===== src/rtl/riscv_pkg.sv =====
`default_nettype none
// ============================================================================
// Package  : riscv_pkg
// Purpose  : Shared widths, constants and the fetch-entry type of the RV32I core.
// Revision : 1.0 - initial release
// ============================================================================
package riscv_pkg;

  localparam int XLEN    = 32;
  localparam int INSTR_W = 32;

  // addi x0, x0, 0
  localparam logic [INSTR_W-1:0] NOP_INSTR = 32'h0000_0013;

  typedef struct packed {
    logic [XLEN-1:0]    pc;
    logic [INSTR_W-1:0] instr;
  } fetch_entry_t;

endpackage
`default_nettype wire


===== src/rtl/fetch_fifo.sv =====
`default_nettype none
// ============================================================================
// Module   : fetch_fifo
// Purpose  : DEPTH-entry synchronous FIFO of fetch entries with flush.
// Revision : 1.0 - initial release
// ============================================================================
module fetch_fifo
  import riscv_pkg::*;
#(
  parameter int DEPTH = 4
) (
  input  logic                           clk,
  input  logic                           rst,
  input  logic                           push,
  input  fetch_entry_t                   push_data,
  input  logic                           pop,
  input  logic                           flush,
  output fetch_entry_t                   head,
  output logic [$clog2(DEPTH+1)-1:0]     count,
  output logic                           empty,
  output logic                           full
);

  localparam int CW = $clog2(DEPTH+1);
  localparam int PW = $clog2(DEPTH);

  fetch_entry_t  r_mem [DEPTH];
  logic [PW-1:0] r_rd_ptr;
  logic [PW-1:0] r_wr_ptr;
  logic [CW-1:0] r_count;
  logic          w_push_ok;
  logic          w_pop_ok;

  assign w_push_ok = push && !flush;
  assign w_pop_ok  = pop && !flush && !empty;

  assign head  = r_mem[r_rd_ptr];
  assign count = r_count;
  assign empty = (r_count == '0);
  assign full  = (r_count == CW'(DEPTH));

  // Pointers wrap naturally because DEPTH is a power of two.
  always_ff @(posedge clk or negedge rst) begin
    if (!rst) begin
      r_rd_ptr <= '0;
      r_wr_ptr <= '0;
      r_count  <= '0;
    end else if (flush) begin
      r_rd_ptr <= '0;
      r_wr_ptr <= '0;
      r_count  <= '0;
    end else begin
      if (w_push_ok) r_wr_ptr <= r_wr_ptr + PW'(1);
      if (w_pop_ok)  r_rd_ptr <= r_rd_ptr + PW'(1);
      case ({w_push_ok, w_pop_ok})
        2'b10:   r_count <= r_count + CW'(1);
        2'b01:   r_count <= r_count - CW'(1);
        default: r_count <= r_count;
      endcase
    end
  end

  // Storage needs no reset; a simultaneous pop when full reads the old head first.
  always_ff @(posedge clk) begin
    if (w_push_ok) r_mem[r_wr_ptr] <= push_data;
  end

endmodule
`default_nettype wire


===== src/rtl/fetch_unit.sv =====
`default_nettype none
// ============================================================================
// Module   : fetch_unit
// Purpose  : RV32I fetch front end: PC, pipelined imem requests, prefetch FIFO.
// Revision : 1.0 - initial release
// ============================================================================
module fetch_unit
  import riscv_pkg::*;
#(
  parameter int              XLEN     = 32,
  parameter logic [XLEN-1:0] RESET_PC = '0,
  parameter int              DEPTH    = 4
) (
  input  logic            clk,
  input  logic            rst,
  output logic            imem_req_valid,
  input  logic            imem_req_ready,
  output logic [XLEN-1:0] imem_req_addr,
  input  logic            imem_rsp_valid,
  input  logic [31:0]     imem_rsp_data,
  input  logic            redirect_valid,
  input  logic [XLEN-1:0] redirect_pc,
  output logic            id_valid,
  input  logic            id_ready,
  output logic [XLEN-1:0] id_pc,
  output logic [31:0]     id_instr,
  output logic [XLEN-1:0] if_pc
);

  localparam int CW = $clog2(DEPTH+1);

  logic [XLEN-1:0] r_if_pc;
  logic [XLEN-1:0] r_resp_pc;
  logic [CW-1:0]   r_outstanding;
  logic [CW-1:0]   r_drop_cnt;

  logic [CW-1:0]   w_fifo_count;
  logic            w_fifo_empty;
  logic            w_fifo_full;
  fetch_entry_t    w_head;
  fetch_entry_t    w_push_entry;
  logic [CW:0]     w_credit_used;
  logic            w_credit_ok;
  logic            w_accept;
  logic            w_push;
  logic            w_pop;
  logic            w_drop;
  logic [XLEN-1:0] w_redirect_target;
  logic [CW-1:0]   w_remaining;

  // Every in-flight request owns a FIFO slot, so a response can always be stored.
  assign w_credit_used = {1'b0, r_outstanding} + {1'b0, w_fifo_count};
  assign w_credit_ok   = (w_credit_used < (CW+1)'(DEPTH));

  // Gated by rst so the request line is quiet for the whole reset interval.
  assign imem_req_valid = rst && !redirect_valid && w_credit_ok;
  assign imem_req_addr  = r_if_pc;
  assign w_accept       = imem_req_valid && imem_req_ready;

  assign w_drop = imem_rsp_valid && (r_drop_cnt != '0);
  assign w_push = imem_rsp_valid && !redirect_valid && (r_drop_cnt == '0);

  assign id_valid = !w_fifo_empty && !redirect_valid;
  assign w_pop    = id_valid && id_ready;
  assign id_pc    = w_head.pc;
  assign id_instr = w_head.instr;
  assign if_pc    = r_if_pc;

  assign w_redirect_target = redirect_pc & ~XLEN'(3);
  assign w_remaining       = r_outstanding - CW'(imem_rsp_valid);
  assign w_push_entry      = '{pc: r_resp_pc, instr: imem_rsp_data};

  always_ff @(posedge clk or negedge rst) begin
    if (!rst) begin
      r_if_pc       <= RESET_PC;
      r_resp_pc     <= RESET_PC;
      r_outstanding <= '0;
      r_drop_cnt    <= '0;
    end else if (redirect_valid) begin
      // Everything still in flight belongs to the squashed path.
      r_if_pc       <= w_redirect_target;
      r_resp_pc     <= w_redirect_target;
      r_outstanding <= w_remaining;
      r_drop_cnt    <= w_remaining;
    end else begin
      if (w_accept) r_if_pc   <= r_if_pc + XLEN'(4);
      if (w_push)   r_resp_pc <= r_resp_pc + XLEN'(4);
      if (w_drop)   r_drop_cnt <= r_drop_cnt - CW'(1);
      case ({w_accept, imem_rsp_valid})
        2'b10:   r_outstanding <= r_outstanding + CW'(1);
        2'b01:   r_outstanding <= r_outstanding - CW'(1);
        default: r_outstanding <= r_outstanding;
      endcase
    end
  end

  always @(posedge clk) begin
    if (rst) assert (!(w_push && w_fifo_full && !w_pop));
  end

  fetch_fifo #(
    .DEPTH (DEPTH)
  ) u_fifo (
    .clk       (clk),
    .rst       (rst),
    .push      (w_push),
    .push_data (w_push_entry),
    .pop       (w_pop),
    .flush     (redirect_valid),
    .head      (w_head),
    .count     (w_fifo_count),
    .empty     (w_fifo_empty),
    .full      (w_fifo_full)
  );

endmodule
`default_nettype wire

===== config.mk =====
export PLATFORM = sky130hd
export DESIGN_NAME = fetch_unit
export DESIGN_NICKNAME = d
export VERILOG_FILES = /design/src/rtl/riscv_pkg.sv /design/src/rtl/fetch_fifo.sv /design/src/rtl/fetch_unit.sv
export SDC_FILE = /design/constraint.sdc
export NUM_CORES = 1
export LEC_CHECK = 0
export CORE_ASPECT_RATIO = 0.9
export CORE_MARGIN = 2
export CORE_UTILIZATION = 54
export CTS_CLUSTER_SIZE = 40
export DETAILED_ROUTE_END_ITERATION = 8
export PLACE_DENSITY = 0.82
export SKIP_LAST_GASP = 1
export SYNTH_ARGS = -nofsm -noshare
export SYNTH_HDL_FRONTEND = slang
export SYNTH_SLANG_ARGS = --single-unit

===== constraint.sdc =====
create_clock -name clk -period 3.7 [get_ports clk]
set_input_delay 0.74 -clock clk [delete_from_list [all_inputs] [get_ports clk]]
set_output_delay 0.74 -clock clk [all_outputs]
set_load 0.05 [all_outputs]

==> out/metrics.csv <==
metric;value;unit
dp.cells;1276;
postCtsSetupRepairBufs;0;
synth.avg_cell_area;16.4;um2
rsz0062_at_grt;false;
initial_utilization;55.2;%
yosys.area_share.simple;7.68;%
peakVddDrop;0.398;mV
overflow;0;
cp-end-kind;primary output;
die-area;26100;um2
yosys_register_bits;321;
postPlaceCellArea;15600;um2
setup_violations;0;
synth_edf_count;248;
synth_area_leaders;edfxtp_1 (56%), dfrtp_1 (14%), mux4_2 (10%), buf_4 (2.1%), xnor2_1 (1.7%);
switching_share;32.1;%
critPathLaunchType;flop;
hold_viol;0;
wire_per_inst;22.1;um
slew_viol_final;0;
layout_commonest_cell;edfxtp_1;
critPathMaxFanout;19;
insertion_delay;570;ps
rr_worst_depth;7;
setup_tns;0;ps
synth_cells;818;
p_int;0.00711;W
clockBufferDepth;3;
p_leak;5.62;nW
grt_max_degree;74;
grt_pass1_wl;45.2;mm
power.density;629;nW/um2
max-slew-margin-rel;36.1;%
syn_area;13400;um2
synthAdderAreaFrac;1.42;%
final.fill_count;1590;
power_frac_comb;27.8;%
critPathTopFamily;buffers and inverters;
clock_skew;21.5;ps
drive_gt1_share;15.8;%
path_depth;3;
rows;54;
cp_num_buf_inv;2;
tightest_slew;959;ps
synth_top_area_share;55.5;%
ctsHoldBuffers;0;
rrSetupSlack;880;ps
nNetsFinal;1085;
synth_xor_area_share;2.81;%
utilization;68.5;%
chipWidth;170;um
ys_async_sr_fraction;22.7;%
yosysUniqueCellTypes;49;
muxShareOfSynthArea;11.2;%
grtUsageTotal;22.7;%
grt_pass1_vias;8016;
rr_endpoint;if_pc[25]$_DFFE_PN0N_;
hpwlAfterDp;19.4;mm
placeableCoreArea;24300;um2
crit_required;2960;ps
period_share;96.4;%
clock-sinks;321;
place.gp.congestion;0.863;
yosysSeqAreaShare;69.1;%
stdcell_area;16700;um2
drtIter0Drc;852;
finalCriticalPeriod;3570;ps
vias_per_cell;5.96;
die_height;154;um
cpMaxStageDelayCell;clkdlybuf4s50_1;
status;completed;
fmax;280;MHz
root_buffer;clkbuf_16;
cts-resized-gates;0;
yosys_most_used_dff;edfxtp_1;
wirelength;29.5;mm
synth_compound_area_share;4.30;%
holdCritPathClass;in2async;
drc;0;
pwr-share-clk;30.1;%
yosys_warnings;0;
finalNonFillerCells;1334;
crit_chain;buf_12 -> mux4_2 -> clkdlybuf4s50_1;
h-tree-depth;1;
worst_ep_arrival_time;2830;ps
ios;200;
cts_buffers;31;
areaGrowthSynthToFinish;24.1;%
switching_power;0.00337;W
n_antenna_cell;0;
final_cell_mix;edfxtp_1 (248), clkdlybuf4s50_1 (188), dfrtp_1 (71);
p_seq_share;42.1;%
cp-endpoint;id_pc[20];
grt_antenna_before_repair;0;
vias;7949;
crit_type;reg2out;
final_antenna_net_count;0;
cts_tree;done;
slowest_delay;750;ps
clk_pin_slew;70;ps
yosysTopAreaCell;edfxtp_1;
power;0.0105;W
r2r-start;r_outstanding[2]$_DFFE_PN0P_;
crit_start;u_fifo.r_rd_ptr[0]$_DFFE_PN0P_;
cap_violations;0;
portBuffers;191;
drt_first_pass_iters;7;
synth_top_family_by_area;multiplexers;
[kinds of logic after synthesis]
kind of cell,Yosys count
flops,321
simple gates,194
compound gates,89
buf+inv,85
mux,71
xor+xnor,43
fa+ha+maj,14
other cells,1
[worst min-delay path by stage]
stage,startpoint,end,slack [ps],depth (start not counted)
floorplan,rst,if_pc[10]$_DFFE_PN0N_,440,0
global placement,r_outstanding[2]$_DFFE_PN0P_,r_outstanding[2]$_DFFE_PN0P_,510,1
detailed placement,r_outstanding[2]$_DFFE_PN0P_,r_outstanding[2]$_DFFE_PN0P_,510,1
CTS,rst,r_outstanding[1]$_DFFE_PN0P_,470,2
global route,rst,r_outstanding[2]$_DFFE_PN0P_,520,2
finish,rst,r_outstanding[1]$_DFFE_PN0P_,440,2
[per-stage QoR]
stage	hold WS, ps	worst slack [ps]
global route	519	24.5
global placement	513	710
finish	436	134
CTS	468	90.5
floorplan	444	206
detailed placement	514	694
[power groups by stage]
stage               Clock (W)  Combinational (W)  Sequential (W)
finish                0.00315            0.00292         0.00441
global route          0.00335            0.00308         0.00444
CTS                   0.00320            0.00294         0.00441
detailed placement          0            0.00293         0.00448
global placement            0            0.00291         0.00446
floorplan                   0            0.00197         0.00448
[cell usage after synthesis, drive strengths merged, types with 3 or more instances]
cell / n
edfxtp: 248
dfrtp: 73
mux4: 62
nand2: 60
buf: 50
o21ai: 36
nand3: 32
xnor2: 26
clkbuf: 21
nand4: 20
nor2: 20
xor2: 17
and3: 14
inv: 14
o211ai: 14
ha: 12
nor3: 11
nor4: 11
a21oi: 10
o311ai: 10
mux2: 8
a21boi: 5
and4: 5
nand2b: 5
and2: 4
a31oi: 3
[state kept, by name (all words and copies together), names as in the netlist]
name	flops
if_pc	30
r_drop_cnt	3
r_outstanding	3
r_resp_pc	30
u_fifo.count	3
u_fifo.r_mem	248
u_fifo.r_rd_ptr	2
u_fifo.r_wr_ptr	2
[final cells by class]
type,count,area [um2],area share (%)
repair buffers,216,2210,13.3
well taps,308,385,2.31
flip-flops and latches,321,9280,55.7
inverters,14,52.6,0.316
clock inverters,23,234,1.41
clock buffers,35,791,4.75
multi-input cells,417,3700,22.2
[metal layers]
metal | GRT usage [%] | wire, um
met1 | 31.7 | 12100
met2 | 37.0 | 14300
met5 | 0 | 0
met3 | 4.56 | 2370
met4 | 5.66 | 670
[worst reg2reg max path: stages, from the launching register on]
cell and delay (ps):
dfrtp_1 410, ha_1 300, nor4b_1 470, and4_1 490, buf_4 290, nand2_2 110, o311a_1 320, or3_1 300
Power figures use the tool's default switching activity.
